$ cat config.mk
export PLATFORM = sky130hd
export DESIGN_NAME = vga_sprite_disp_flat
export DESIGN_NICKNAME = d
export VERILOG_FILES = /design/src/rtl/vga_sprite_disp_if.sv /design/src/rtl/vga_sprite_disp.sv /design/src/flat_wrapper.sv
export SDC_FILE = /design/constraint.sdc
export NUM_CORES = 1
export LEC_CHECK = 0
export ABC_AREA = 1
export CAP_MARGIN = 20
export CORE_MARGIN = 3
export CORE_UTILIZATION = 58
export CTS_BUF_LIST = sky130_fd_sc_hd__clkbuf_2
export DETAILED_ROUTE_END_ITERATION = 8
export PLACE_DENSITY = 0.8
export REMOVE_ABC_BUFFERS = 1
export SYNTH_ARGS = -nofsm -noshare
export SYNTH_HDL_FRONTEND = slang
export SYNTH_SLANG_ARGS = --single-unit
$ cat constraint.sdc
create_clock -name clk -period 3.28 [get_ports clk]
set_input_delay 0.328 -clock clk [delete_from_list [all_inputs] [get_ports clk]]
set_output_delay 0.328 -clock clk [all_outputs]
set_load 0.03 [all_outputs]
$ cat src/rtl/vga_sprite_disp_if.sv
// Pixel-domain bundle between the sprite display, its image ROM and the VGA DAC pins.
// slave = display core, master = surrounding environment (mode/position control, ROM, DAC).
interface vga_sprite_disp_if #(
  parameter int ADDR_W = 12,
  parameter int PIX_W  = 24
);
  logic [1:0]        mode;
  logic [10:0]       pos_x;
  logic [10:0]       pos_y;
  logic [PIX_W-1:0]  bg_color;
  logic [ADDR_W-1:0] rom_addr;
  logic [PIX_W-1:0]  rom_data;
  logic              hsync;
  logic              vsync;
  logic              de;
  logic [PIX_W-1:0]  rgb;
  logic              frame_start;

  modport slave (
    input  mode, pos_x, pos_y, bg_color, rom_data,
    output rom_addr, hsync, vsync, de, rgb, frame_start
  );

  modport master (
    output mode, pos_x, pos_y, bg_color, rom_data,
    input  rom_addr, hsync, vsync, de, rgb, frame_start
  );
endinterface

$ cat src/rtl/vga_sprite_disp.sv
// VGA raster generator overlaying one ROM sprite (static or bouncing), colour bars or flat background.
// Latency: raster counters -> rom_addr 1 clk, -> hsync/vsync/de/rgb/frame_start 3 clk; free-running, no backpressure.
module vga_sprite_disp #(
  parameter int H_SYNC   = 96,
  parameter int H_BACK   = 48,
  parameter int H_ACTIVE = 640,
  parameter int H_FRONT  = 16,
  parameter int V_SYNC   = 2,
  parameter int V_BACK   = 33,
  parameter int V_ACTIVE = 480,
  parameter int V_FRONT  = 10,
  parameter int IMG_W    = 48,
  parameter int IMG_H    = 48,
  parameter int ADDR_W   = 12,
  parameter int PIX_W    = 24,
  parameter int STEP     = 1,
  parameter bit SYNC_POL = 1'b0
) (
  input  logic            clk,
  input  logic            rst,
  vga_sprite_disp_if.slave vid
);
  localparam int CW      = 12;
  localparam int H_TOTAL = H_SYNC + H_BACK + H_ACTIVE + H_FRONT;
  localparam int V_TOTAL = V_SYNC + V_BACK + V_ACTIVE + V_FRONT;
  localparam int CH      = PIX_W / 3;

  localparam logic [CW-1:0] H_LAST   = CW'(H_TOTAL - 1);
  localparam logic [CW-1:0] V_LAST   = CW'(V_TOTAL - 1);
  localparam logic [CW-1:0] HA0      = CW'(H_SYNC + H_BACK);
  localparam logic [CW-1:0] HA1      = CW'(H_SYNC + H_BACK + H_ACTIVE);
  localparam logic [CW-1:0] VA0      = CW'(V_SYNC + V_BACK);
  localparam logic [CW-1:0] VA1      = CW'(V_SYNC + V_BACK + V_ACTIVE);
  localparam logic [CW-1:0] HS_END   = CW'(H_SYNC);
  localparam logic [CW-1:0] VS_END   = CW'(V_SYNC);
  localparam logic [CW-1:0] X_MAX    = CW'(H_ACTIVE - IMG_W);
  localparam logic [CW-1:0] Y_MAX    = CW'(V_ACTIVE - IMG_H);
  localparam logic [CW-1:0] IMG_WC   = CW'(IMG_W);
  localparam logic [CW-1:0] IMG_HC   = CW'(IMG_H);
  localparam logic [CW-1:0] STEP_C   = CW'(STEP);
  localparam logic [CW-1:0] BAR_LAST = CW'(H_ACTIVE / 8 - 1);
  localparam logic [ADDR_W-1:0] ADDR_LAST = ADDR_W'(IMG_W * IMG_H - 1);

  typedef enum logic [1:0] {SEL_BG, SEL_ROM, SEL_BAR} sel_t;

  logic [CW-1:0]     h_cnt, v_cnt, ox, oy, bx, by, bar_pix;
  logic              dx, dy;
  logic [1:0]        mode_r;
  logic [2:0]        bar_idx;
  logic [ADDR_W-1:0] addr_cnt;

  logic              frame_bound, h_act, v_act, hit;
  logic [CW-1:0]     x, y, pos_xc, pos_yc, bx_nx, by_nx;
  logic              dx_nx, dy_nx;
  sel_t              sel;

  logic              s1_de, s1_hs, s1_vs, s1_fs;
  logic              s2_de, s2_hs, s2_vs, s2_fs;
  sel_t              s1_sel, s2_sel;
  logic [2:0]        s1_bar, s2_bar;
  logic [PIX_W-1:0]  bar_rgb;

  always_comb begin
    frame_bound = (h_cnt == '0) && (v_cnt == '0);
    h_act  = (h_cnt >= HA0) && (h_cnt < HA1);
    v_act  = (v_cnt >= VA0) && (v_cnt < VA1);
    x      = h_cnt - HA0;
    y      = v_cnt - VA0;
    hit    = h_act && v_act && (x >= ox) && (x < ox + IMG_WC) && (y >= oy) && (y < oy + IMG_HC);
    pos_xc = ({1'b0, vid.pos_x} > X_MAX) ? X_MAX : {1'b0, vid.pos_x};
    pos_yc = ({1'b0, vid.pos_y} > Y_MAX) ? Y_MAX : {1'b0, vid.pos_y};

    // A step that would leave the range parks on the limit and reverses.
    bx_nx = bx;
    dx_nx = dx;
    if (!dx) begin
      if (bx + STEP_C > X_MAX) begin bx_nx = X_MAX; dx_nx = 1'b1; end
      else bx_nx = bx + STEP_C;
    end else if (bx < STEP_C) begin bx_nx = '0; dx_nx = 1'b0; end
    else bx_nx = bx - STEP_C;

    by_nx = by;
    dy_nx = dy;
    if (!dy) begin
      if (by + STEP_C > Y_MAX) begin by_nx = Y_MAX; dy_nx = 1'b1; end
      else by_nx = by + STEP_C;
    end else if (by < STEP_C) begin by_nx = '0; dy_nx = 1'b0; end
    else by_nx = by - STEP_C;

    sel = SEL_BG;
    if (mode_r == 2'd2) sel = SEL_BAR;
    else if (!mode_r[1] && hit) sel = SEL_ROM;

    // Bar order white..black maps to R=~b1, G=~b2, B=~b0.
    bar_rgb = {{CH{~s2_bar[1]}}, {CH{~s2_bar[2]}}, {CH{~s2_bar[0]}}};
  end

  always_ff @(posedge clk) begin
    if (rst) begin
      h_cnt    <= '0;
      v_cnt    <= '0;
      mode_r   <= 2'd0;
      ox       <= '0;
      oy       <= '0;
      bx       <= '0;
      by       <= '0;
      dx       <= 1'b0;
      dy       <= 1'b0;
      addr_cnt <= '0;
      bar_pix  <= '0;
      bar_idx  <= 3'd0;
    end else begin
      if (h_cnt == H_LAST) begin
        h_cnt <= '0;
        v_cnt <= (v_cnt == V_LAST) ? '0 : v_cnt + 1'b1;
      end else begin
        h_cnt <= h_cnt + 1'b1;
      end

      // The bounce registers step only at boundaries opening a bouncing frame.
      if (frame_bound) begin
        mode_r   <= vid.mode;
        addr_cnt <= '0;
        if (vid.mode == 2'd1) begin
          ox <= bx;
          oy <= by;
          bx <= bx_nx;
          by <= by_nx;
          dx <= dx_nx;
          dy <= dy_nx;
        end else begin
          ox <= pos_xc;
          oy <= pos_yc;
        end
      end else if (hit && (addr_cnt != ADDR_LAST)) begin
        addr_cnt <= addr_cnt + 1'b1;
      end

      if (!h_act) begin
        bar_pix <= '0;
        bar_idx <= 3'd0;
      end else if (bar_pix == BAR_LAST) begin
        bar_pix <= '0;
        if (bar_idx != 3'd7) bar_idx <= bar_idx + 1'b1;
      end else begin
        bar_pix <= bar_pix + 1'b1;
      end
    end
  end

  always_ff @(posedge clk) begin
    if (rst) begin
      vid.rom_addr    <= '0;
      s1_de           <= 1'b0;
      s1_hs           <= ~SYNC_POL;
      s1_vs           <= ~SYNC_POL;
      s1_fs           <= 1'b0;
      s1_sel          <= SEL_BG;
      s1_bar          <= 3'd0;
      s2_de           <= 1'b0;
      s2_hs           <= ~SYNC_POL;
      s2_vs           <= ~SYNC_POL;
      s2_fs           <= 1'b0;
      s2_sel          <= SEL_BG;
      s2_bar          <= 3'd0;
      vid.hsync       <= ~SYNC_POL;
      vid.vsync       <= ~SYNC_POL;
      vid.de          <= 1'b0;
      vid.rgb         <= '0;
      vid.frame_start <= 1'b0;
    end else begin
      if (hit) vid.rom_addr <= addr_cnt;
      s1_de  <= h_act && v_act;
      s1_hs  <= (h_cnt < HS_END) ? SYNC_POL : ~SYNC_POL;
      s1_vs  <= (v_cnt < VS_END) ? SYNC_POL : ~SYNC_POL;
      s1_fs  <= frame_bound;
      s1_sel <= sel;
      s1_bar <= bar_idx;

      // Stage 2 lines up with rom_data for the address issued in stage 1.
      s2_de  <= s1_de;
      s2_hs  <= s1_hs;
      s2_vs  <= s1_vs;
      s2_fs  <= s1_fs;
      s2_sel <= s1_sel;
      s2_bar <= s1_bar;

      vid.hsync       <= s2_hs;
      vid.vsync       <= s2_vs;
      vid.de          <= s2_de;
      vid.frame_start <= s2_fs;
      if (!s2_de) begin
        vid.rgb <= '0;
      end else begin
        case (s2_sel)
          SEL_ROM: vid.rgb <= vid.rom_data;
          SEL_BAR: vid.rgb <= bar_rgb;
          default: vid.rgb <= vid.bg_color;
        endcase
      end
    end
  end
endmodule
$ cat src/flat_wrapper.sv
// flat-port wrapper written by rule: the top's interface ports become plain ports
module vga_sprite_disp_flat 
#(
  parameter int H_SYNC   = 96,
  parameter int H_BACK   = 48,
  parameter int H_ACTIVE = 640,
  parameter int H_FRONT  = 16,
  parameter int V_SYNC   = 2,
  parameter int V_BACK   = 33,
  parameter int V_ACTIVE = 480,
  parameter int V_FRONT  = 10,
  parameter int IMG_W    = 48,
  parameter int IMG_H    = 48,
  parameter int ADDR_W   = 12,
  parameter int PIX_W    = 24,
  parameter int STEP     = 1,
  parameter bit SYNC_POL = 1'b0
)
  (clk, rst, vid_mode, vid_pos_x, vid_pos_y, vid_bg_color, vid_rom_data, vid_rom_addr, vid_hsync, vid_vsync, vid_de, vid_rgb, vid_frame_start);
  vga_sprite_disp_if #(.ADDR_W(ADDR_W), .PIX_W(PIX_W)) vid_i ();
  input  logic clk;
  input  logic rst;
  input wire logic [$bits(vid_i.mode)-1:0] vid_mode;
  input wire logic [$bits(vid_i.pos_x)-1:0] vid_pos_x;
  input wire logic [$bits(vid_i.pos_y)-1:0] vid_pos_y;
  input wire logic [$bits(vid_i.bg_color)-1:0] vid_bg_color;
  input wire logic [$bits(vid_i.rom_data)-1:0] vid_rom_data;
  output wire logic [$bits(vid_i.rom_addr)-1:0] vid_rom_addr;
  output wire logic [$bits(vid_i.hsync)-1:0] vid_hsync;
  output wire logic [$bits(vid_i.vsync)-1:0] vid_vsync;
  output wire logic [$bits(vid_i.de)-1:0] vid_de;
  output wire logic [$bits(vid_i.rgb)-1:0] vid_rgb;
  output wire logic [$bits(vid_i.frame_start)-1:0] vid_frame_start;
  assign vid_i.mode = vid_mode;
  assign vid_i.pos_x = vid_pos_x;
  assign vid_i.pos_y = vid_pos_y;
  assign vid_i.bg_color = vid_bg_color;
  assign vid_i.rom_data = vid_rom_data;
  assign vid_rom_addr = vid_i.rom_addr;
  assign vid_hsync = vid_i.hsync;
  assign vid_vsync = vid_i.vsync;
  assign vid_de = vid_i.de;
  assign vid_rgb = vid_i.rgb;
  assign vid_frame_start = vid_i.frame_start;
  vga_sprite_disp #(.H_SYNC(H_SYNC), .H_BACK(H_BACK), .H_ACTIVE(H_ACTIVE), .H_FRONT(H_FRONT), .V_SYNC(V_SYNC), .V_BACK(V_BACK), .V_ACTIVE(V_ACTIVE), .V_FRONT(V_FRONT), .IMG_W(IMG_W), .IMG_H(IMG_H), .ADDR_W(ADDR_W), .PIX_W(PIX_W), .STEP(STEP), .SYNC_POL(SYNC_POL)) u_core (.clk(clk), .rst(rst), .vid(vid_i));
endmodule
; Yosys cells after proc, flatten, opt, wreduce, memory -nomap -nowiden
; Cells that the tools add are included.
[op_classes]
n_addsub = 13
order_cmp = 16
eq_ne = 9
n_mux = 22
n_bitwise = 5
n_reduce_logical = 21
[op_table]
columns = cell, count
row1 = $mux W12, 9
row2 = $add A12 B1 Y12 const B, 6
row3 = $pmux W24 S2, 1
row4 = $add A12 B6 Y12 const B, 2
row5 = $eq A12 B10 Y1 const B, 2
row6 = $ge A12 B12 Y1, 2
row7 = $logic_not A12 Y1, 2
row8 = $lt A12 B1 Y1 const B, 2
row9 = $lt A12 B10 Y1 const B, 2
row10 = $lt A12 B12 Y1, 2
row11 = $sub A12 B1 Y12 const B, 2
row12 = $mux W11, 2
row13 = $eq A12 B7 Y1 const B, 1
row14 = $ge A12 B6 Y1 const B, 1
row15 = $ge A12 B8 Y1 const B, 1
row16 = $gt A12 B10 Y1 const B, 1
row17 = $gt A12 B9 Y1 const B, 1
row18 = $lt A12 B2 Y1 const B, 1
row19 = $lt A12 B7 Y1 const B, 1
row20 = $ne A12 B12 Y1 const B, 1
row21 = $sub A12 B6 Y12 const B, 1
row22 = $sub A12 B8 Y12 const B, 1
row23 = $gt A11 B10 Y1 const B, 1
row24 = $gt A11 B9 Y1 const B, 1
row25 = other kinds (12), 40
[totals]
register_bits = 161
in_bits = 74
output_inout_bits = 40
word_cells = 117

; Depth between registers and ports, before layout
; Gate-level depths: netlist of the first run.
[depth]
word_depth = 10
ltp_mapped = 21

; Least setup slack after synthesis of the first run
; Ideal clock, no wire load.
[synth_path]
path_type = flip-flop to flip-flop
start = reg u_core.v_cnt[3]
end = reg u_core.addr_cnt[0]
t_arrival_ps = 2520
t_required_ps = 3214
setup_slack_ps = 694
stages_incl_launch_ff = 21
period_less_slack_ps = 2586
cell_sequence = dfxtp_1 -> buf_2 -> nor2_4 -> nand3_1 -> nand2_1 -> nand2_1 -> nor3_1 -> xor2_1 -> ha_1 -> nand2_1 -> nand2_1 -> nand2_1 -> nand3_1 -> nor2_1 -> nand2_1 -> nor2_1 -> nand3_1 -> nor2_8 -> buf_8 -> nand3_2 -> a21oi_2
[synth_between]
elab_chain_cells = 8
[synth_lines]
columns = item, line_no
row1 = "start, declared", vga_sprite_disp.sv:46  ; logic [CW-1:0] h_cnt, v_cnt, ox, oy, bx, by, bar_pix;
row2 = "start signal, assigned", vga_sprite_disp.sv:115  ; v_cnt <= (v_cnt == V_LAST) ? '0 : v_cnt + 1'b1;
row3 = "parallel branches: the longest is 8 deep, another holds $sub A12 B6 Y12", --
row4 = "end signal, assigned", vga_sprite_disp.sv:136  ; addr_cnt <= addr_cnt + 1'b1;
row5 = "end, declared", vga_sprite_disp.sv:50  ; logic [ADDR_W-1:0] addr_cnt;
; Several ways; the timed one is not identified.
; A chain may end at the register's enable or synchronous reset.

; Worst setup path after layout of the first run
[layout_path]
start = reg u_core.v_cnt[0]
end = reg u_core.vid.rom_addr[0]
[layout_between]
elab_chain_cells = 7
[layout_lines]
columns = item, line_no
row1 = "parallel branches: the longest is 6 deep, another holds $sub A12 B6 Y12", --
row2 = $logic_and A1 B1 Y1 *, vga_sprite_disp.sv:69  ; hit = h_act && v_act && (x >= ox) && (x < ox + IMG_WC) && (y >= oy) && (y < oy + IMG_HC);
row3 = "end signal, assigned", vga_sprite_disp.sv:172  ; if (hit) vid.rom_addr <= addr_cnt;
row4 = "end, declared", vga_sprite_disp_if.sv:21  ; output rom_addr, hsync, vsync, de, rgb, frame_start
; Mark *: on every way between the ends.

==> impl_results.md, run 1 <==
- Total of max-cap violations: 0
- End of the worst register-to-register path: u_core.vid.rom_addr[0]
- Synth Area per Inst: 6.99 µm²
- Final hold violation count: 0
- Peak VDD IR: 0.181 mV
- Latest clock arrival within the worst-skew pair: 0.76 ns
- # port buffers: 113
- Rel. slew slack: 0.404
- Via-to-Cell Ratio: 5.39
- Pre-antenna DRT Iters: 6
- R2r setup slk: 0.24 ns
- Area delta synth->final: 17.3%
- Gr usage total: 0.272
- Register area share after synthesis: 0.339
- Startpoint types: register
- Yosys warnings: 0
- Vias in the first global route: 8,360
- Cts bufs inserted: 17
- Core ar.: 0.0159 mm²
- Residual DRC count: 0
- Yosys cell types: 51
- Commonest register cell after synthesis: dfxtp_1
- Starting Density: 0.597
- WL final: 24,800 µm
- Initial antenna violation count: 1
- RR Startpoint: u_core.v_cnt[0]
- Hold Path Stages: 3
- Largest net degree at the start of global routing: 35
- Worst Reg-to-Reg Cells: 17
- FF+latch count, synth: 161
- Pwr dens: 356 mW/mm²
- First-pass GRT wire length: 40,400 µm
- Placed Area: 0.0108 mm²
- CTS tree: yes
- Grt ovf: 0
- Commonest non-fill, non-tap cell in the layout: nand2_1
- Area taken by multi-input logic gates: 0.00528 mm²
- Worst-Margin Slew: 0.894 ns
- Status: complete, no violations
- Worst endpoint required time: 3.93 ns
- Clk root buf: clkbuf_2
- Fin crit period: 3.04 ns
- CP endpoint kind: register
- Async SR Flop Fraction: 0
- Nets: 1,607
- CP Max Fanout: 12
- IO Pins: 114
- Die Span Y: 134 µm
- DRT iter0 DRCs: 824
- FP Rows: 46
- Die area: 0.0180 mm²
- Hold buffer count at cts: 0
- Setup_tns: 0 ns
- Most frequent cells in the layout: nand2_1 (261), inv_1 (222), dfxtp_1 (159)
- Setup CP Type: reg2reg
- Final std cells w/o fill: 1,705
- Clock Skew: 0.0322 ns
- Worst min-delay path class: in2reg
- Post-Syn Instances: 1,360
- Via count: 9,190
- DPL Wire Length: 18,700 µm
- Wire per inst: 14.6 µm
- WHS Endpoint: u_core.vid.rgb[6]
- Setup-failing EPs final: 0
- Post-route ant nets: 0
- Fmax: 329 MHz
- Sink Count: 161
- Slew Viols, Final: 0
- Cells after DPL: 1,663
- Clock slew at reported path FFs: 0.27 ns
- Number of synthesized flops with an enable pin: 0
- Die width: 134 µm
- Arrival time worst endpoint: 3.70 ns
- Cell Area, Synth: 0.00951 mm²
- Share of layout cells above drive strength 1: 0.0667
- Final Util: 0.700
- Fillers: 1,382
- RePlAce Congestion: 0.955
- Htree depth: 4
- Fin crit share: 0.928
- Hold path start: vid_bg_color[6]
- Leakage: 4.95 nW
- Storage cell area: 0.00323 mm²
- CTS Buffer Depth: 2
- Fin area: 0.0112 mm²
==> state kept, by name, indices dropped and copies added (netlist names), 12 cells and up <==
register,count
u_core.h_cnt,12
u_core.vid.rom_addr,12
u_core.vid.rgb,24
u_core.bar_pix,12
u_core.oy,12
u_core.ox,12
u_core.v_cnt,12
u_core.addr_cnt,12
u_core.by,12
u_core.bx,12
==> Yosys cell counts, types with 2 or more instances <==
cell	count	area [µm²]
nand2_1	261	980
inv_1	222	833
dfxtp_1	161	3220
nor2_1	136	510
nand3_1	88	440
a21oi_1	80	400
ha_1	62	776
xor2_1	58	508
o21ai_0	48	240
nor3_1	33	165
o221ai_1	28	245
nand4_1	20	125
o21ai_1	20	100
clkbuf_1	16	60.1
o22ai_1	14	87.6
a21oi_2	12	105
buf_2	12	60.1
inv_2	8	30.0
nor2_2	7	43.8
nor4_1	6	37.5
or2_2	6	37.5
a31oi_1	5	31.3
nor3b_1	5	37.5
clkinv_1	4	15.0
nand2_2	4	25.0
o211ai_1	4	30.0
a211oi_1	3	22.5
nor2_4	3	33.8
o21bai_1	3	22.5
xnor2_1	3	26.3
a22oi_1	2	15.0
buf_4	2	15.0
clkbuf_2	2	10.0
nand3_2	2	20.0
nor3_2	2	20.0
o21a_1	2	15.0
o32ai_1	2	17.5
==> final cells by class <==
| class | count | share of cell area |
|---|---|---|
| Sequential cell | 161 | 0.289 |
| Inverter | 234 | 0.0787 |
| Timing Repair Buffer | 125 | 0.109 |
| Antenna cell | 5 | 0.00112 |
| Clock buffer | 17 | 0.00762 |
| Tap cell | 216 | 0.0242 |
| Clock inverter | 15 | 0.0170 |
| Multi-Input combinational cell | 932 | 0.473 |
==> routing by layer <==
| layer | part of all wire | GRT usage | wire length [µm] | up-vias |
|---|---|---|---|---|
| met5 | 0 | 0 | 0 | - |
| met4 | 0.029 | 0.100 | 725 | 0 |
| met3 | 0.067 | 0.0454 | 1650 | 50 |
| met2 | 0.44 | 0.433 | 11000 | 342 |
| met1 | 0.46 | 0.375 | 11500 | 4131 |
| li1 | - | - | - | 4667 |
==> worst max-delay path, stage by stage (launching register included) <==
cell and delay [ns]:
dfxtp_1 0.45, ha_1 0.23, inv_1 0.09, a21oi_1 0.19
nor2_1 0.09, nand2_1 0.07, xor2_1 0.24, ha_1 0.27
nand2_1 0.05, inv_1 0.05, nand2_1 0.12, nand3_1 0.08
nor2_1 0.15, nand2_1 0.07, nor2_1 0.08, nand4_1 0.11
inv_1 0.45, a21oi_1 0.15
==> power by group <==
part | internal (W) | leakage, nW | total (W) | switching [W]
registers | 0.00202 | 1.31 | 0.00208 | 0.0000588
clock network | 0.000394 | 0.161 | 0.00121 | 0.000811
logic | 0.000275 | 3.48 | 0.000687 | 0.000412
total | 0.00269 | 4.95 | 0.00397 | 0.00128
==> kinds of logic (layout without fill, tap and decap cells) <==
kind of cell,after synthesis,in the layout,synth area share
AOI/OAI and AO/OA,229,229,0.146
other,0,5,0
muxes,1,1,0.00105
buffers and inverters,268,391,0.110
and+or+nand+nor,578,579,0.267
DFF,161,161,0.339
adders and majority gates,62,62,0.0815
xor gates and xnor gates,61,61,0.0562
==> metrics by stage <==
step | total power [W] | worst slack [ns] | hold slack, ns
floorplan | 0.00253 | 0.706 | 0.388
CTS | 0.00398 | 0.225 | 0.132
global placement | 0.00278 | 0.366 | 0.390
global route | 0.00417 | -0.0190 | 0.103
detailed placement | 0.00278 | 0.273 | 0.392
finish | 0.00397 | 0.237 | 0.170
==> worst max-delay path by stage <==
stage / cells past startpoint / end / slack [ns] / from
floorplan: 16 / u_core.vid.rom_addr[0] / 0.71 / u_core.v_cnt[0]
global route: 20 / u_core.addr_cnt[8] / -0.02 / u_core.v_cnt[0]
CTS: 15 / u_core.vid.rom_addr[0] / 0.22 / u_core.v_cnt[3]
detailed placement: 15 / u_core.vid.rom_addr[11] / 0.27 / u_core.v_cnt[3]
finish: 17 / u_core.vid.rom_addr[0] / 0.24 / u_core.v_cnt[0]
global placement: 17 / u_core.addr_cnt[6] / 0.37 / u_core.v_cnt[3]
==> timing repair <==
action                     in CTS  in global routing
buffers inserted                0                  4
resized for setup               0                  6
setup endpoints to repair       0                 23
(Power assumes the default switching activity.)
==> run 2: changes to the inputs <==
--- a/config.mk
+++ b/config.mk
@@ -6,6 +6,7 @@
 export NUM_CORES = 1
 export LEC_CHECK = 0
 export ABC_AREA = 1
+export ABC_CLOCK_PERIOD_IN_PS = 3280
 export CAP_MARGIN = 20
 export CORE_MARGIN = 3
 export CORE_UTILIZATION = 58
==> results of run 2 <==
Same layout as run 1: the final DEF is identical, and so are final timing and power.
==> run 3: changes to the inputs <==
--- a/config.mk
+++ b/config.mk
@@ -6,9 +6,8 @@
 export NUM_CORES = 1
 export LEC_CHECK = 0
 export ABC_AREA = 1
-export ABC_CLOCK_PERIOD_IN_PS = 3280
 export CAP_MARGIN = 20
-export CORE_MARGIN = 3
+export CORE_MARGIN = 5
 export CORE_UTILIZATION = 58
 export CTS_BUF_LIST = sky130_fd_sc_hd__clkbuf_2
 export DETAILED_ROUTE_END_ITERATION = 8
==> impl_results.md, run 3 (synthesis results as in run 1) <==
- Fmax: 326 MHz
- Grt ovf: 0
- Core ar.: 0.0160 mm²
- Hold path start: vid_mode[0]
- DPL Wire Length: 19,000 µm
- Largest net degree at the start of global routing: 35
- Status: complete, no violations
- CTS tree: yes
- Commonest non-fill, non-tap cell in the layout: nand2_1
- CTS Buffer Depth: 2
- Die width: 138 µm
- Arrival time worst endpoint: 3.76 ns
- Clk root buf: clkbuf_2
- RePlAce Congestion: 0.948
- Setup CP Type: reg2reg
- First-pass GRT wire length: 40,300 µm
- Startpoint types: register
- Clock Skew: 0.0475 ns
- Starting Density: 0.595
- WL final: 24,800 µm
- Area delta synth->final: 17.4%
- Pwr dens: 353 mW/mm²
- RR Startpoint: u_core.v_cnt[2]
- Latest clock arrival within the worst-skew pair: 0.75 ns
- IO Pins: 114
- R2r setup slk: 0.22 ns
- Fin crit share: 0.934
- Hold Path Stages: 3
- Worst min-delay path class: in2reg
- Total of max-cap violations: 0
- Cts bufs inserted: 17
- Max FFs per register: 24
- Share of layout cells above drive strength 1: 0.0693
- Gr usage total: 0.250
- Vias in the first global route: 8,360
- WHS Endpoint: u_core.mode_r[0]
- Leakage: 4.94 nW
- Rel. slew slack: 0.395
- Wire per inst: 14.5 µm
- CP Max Fanout: 9
- Worst Reg-to-Reg Cells: 19
- End of the worst register-to-register path: u_core.vid.rom_addr[0]
- Initial antenna violation count: 1
- Worst-Margin Slew: 0.908 ns
- Worst endpoint required time: 3.97 ns
- Die area: 0.0191 mm²
- DRT iter0 DRCs: 551
- Nets: 1,610
- Most frequent cells in the layout: nand2_1 (260), inv_1 (220), dfxtp_1 (159)
- Sink Count: 161
- Hold_ws: 0.176 ns
- Peak VDD IR: 0.215 mV
- Setup-failing EPs final: 0
- Die Span Y: 138 µm
- Clock slew at reported path FFs: 0.24 ns
- Setup_tns: 0 ns
- Pre-antenna DRT Iters: 7
- Via-to-Cell Ratio: 5.42
- Slew Viols, Final: 0
- Residual DRC count: 0
- Fin crit period: 3.06 ns
- Largest register by flop count: u_core.vid.rgb
- Htree depth: 4
- Post-route ant nets: 0
- # port buffers: 113
- Final hold violation count: 0
- Via count: 9,224
- CP endpoint kind: register
- FP Rows: 46
run 3: changes by cell type in the layout (fill, tap and decap cells not counted), moves of 2 or more:
cell and change:
diode_2 -4, buf_4 +2, inv_1 -2, clkinv_4 -2, clkinvlp_4 +4, inv_8 -3, clkinv_2 +2
run 3: metal layers:
| metal | GRT usage | up-vias | routed length (µm) |
|---|---|---|---|
| li1 | - | 4656 | - |
| met1 | 0.341 | 4180 | 11400 |
| met2 | 0.406 | 347 | 11200 |
| met3 | 0.0431 | 41 | 1650 |
| met4 | 0.0738 | 0 | 530 |
| met5 | 0 | - | 0 |
run 3: per-stage QoR:
| stage | total power, W | util | instance area [µm²] | instances | worst slack, ns |
|---|---|---|---|---|---|
| floorplan | 0.00253 | - | 9350 | 1326 | 0.706 |
| global placement | 0.00278 | 0.676 | 10800 | 1664 | 0.389 |
| detailed placement | 0.00279 | 0.676 | 10800 | 1664 | 0.273 |
| CTS | 0.00395 | 0.692 | 11100 | 1695 | 0.253 |
| global route | 0.00414 | 0.698 | 11200 | 1703 | -0.0328 |
| finish | 0.00394 | 0.698 | 11200 | 1703 | 0.217 |
run 3: worst max-delay path, cell delays in order, from the launching register on:
cell and delay (ns):
dfxtp_1 0.43, nor2_4 0.17, nand3_1 0.13, nand2_1 0.09
nand2_1 0.09, nor3_1 0.20, xor2_1 0.25, ha_1 0.29
nand2_1 0.07, nand2_1 0.04, nand2_1 0.11, nand3_1 0.08
nor2_1 0.14, nand2_1 0.07, nor2_1 0.10, nand3_1 0.18
nor2_8 0.17, clkbuf_4 0.20, o21ai_0 0.08, a21oi_1 0.14
run 3: how the worst max path moves through the flow:
stage / slack, ns / startpoint / endpoint / cells past startpoint
6_report: 0.22 / u_core.v_cnt[2] / u_core.vid.rom_addr[0] / 19
5_1_grt: -0.03 / u_core.v_cnt[2] / u_core.vid.rom_addr[10] / 19
4_1_cts: 0.25 / u_core.v_cnt[3] / u_core.addr_cnt[6] / 20
3_5_place_dp: 0.27 / u_core.v_cnt[3] / u_core.vid.rom_addr[11] / 17
3_3_place_gp: 0.39 / u_core.v_cnt[2] / u_core.addr_cnt[8] / 17
2_1_floorplan: 0.71 / u_core.v_cnt[0] / u_core.vid.rom_addr[0] / 16
run 3: final cells by class:
| class | count | area (µm²) |
|---|---|---|
| fillers | 1410 | 4830 |
| well taps | 216 | 270 |
| diodes | 1 | 2.50 |
| clock buffers | 17 | 85.1 |
| flip-flops and latches | 161 | 3230 |
| multi-input cells | 931 | 5260 |
| clock inverters | 14 | 176 |
| repair buffers | 129 | 1260 |
| inverters | 234 | 882 |
run 3: timing repair:
action | 4_1_cts | 5_1_grt
setup endpoints to repair | 0 | 15
hold buffers | 0 | 0
resized for setup | 0 | 8
hold endpoints to repair | 0 | 0
buffers inserted | 0 | 7
run 3: where the power goes:
group	switching (W)	internal [W]
registers	0.0000579	0.00202
clock network	0.000742	0.000432
logic	0.000415	0.000276
total	0.00121	0.00273
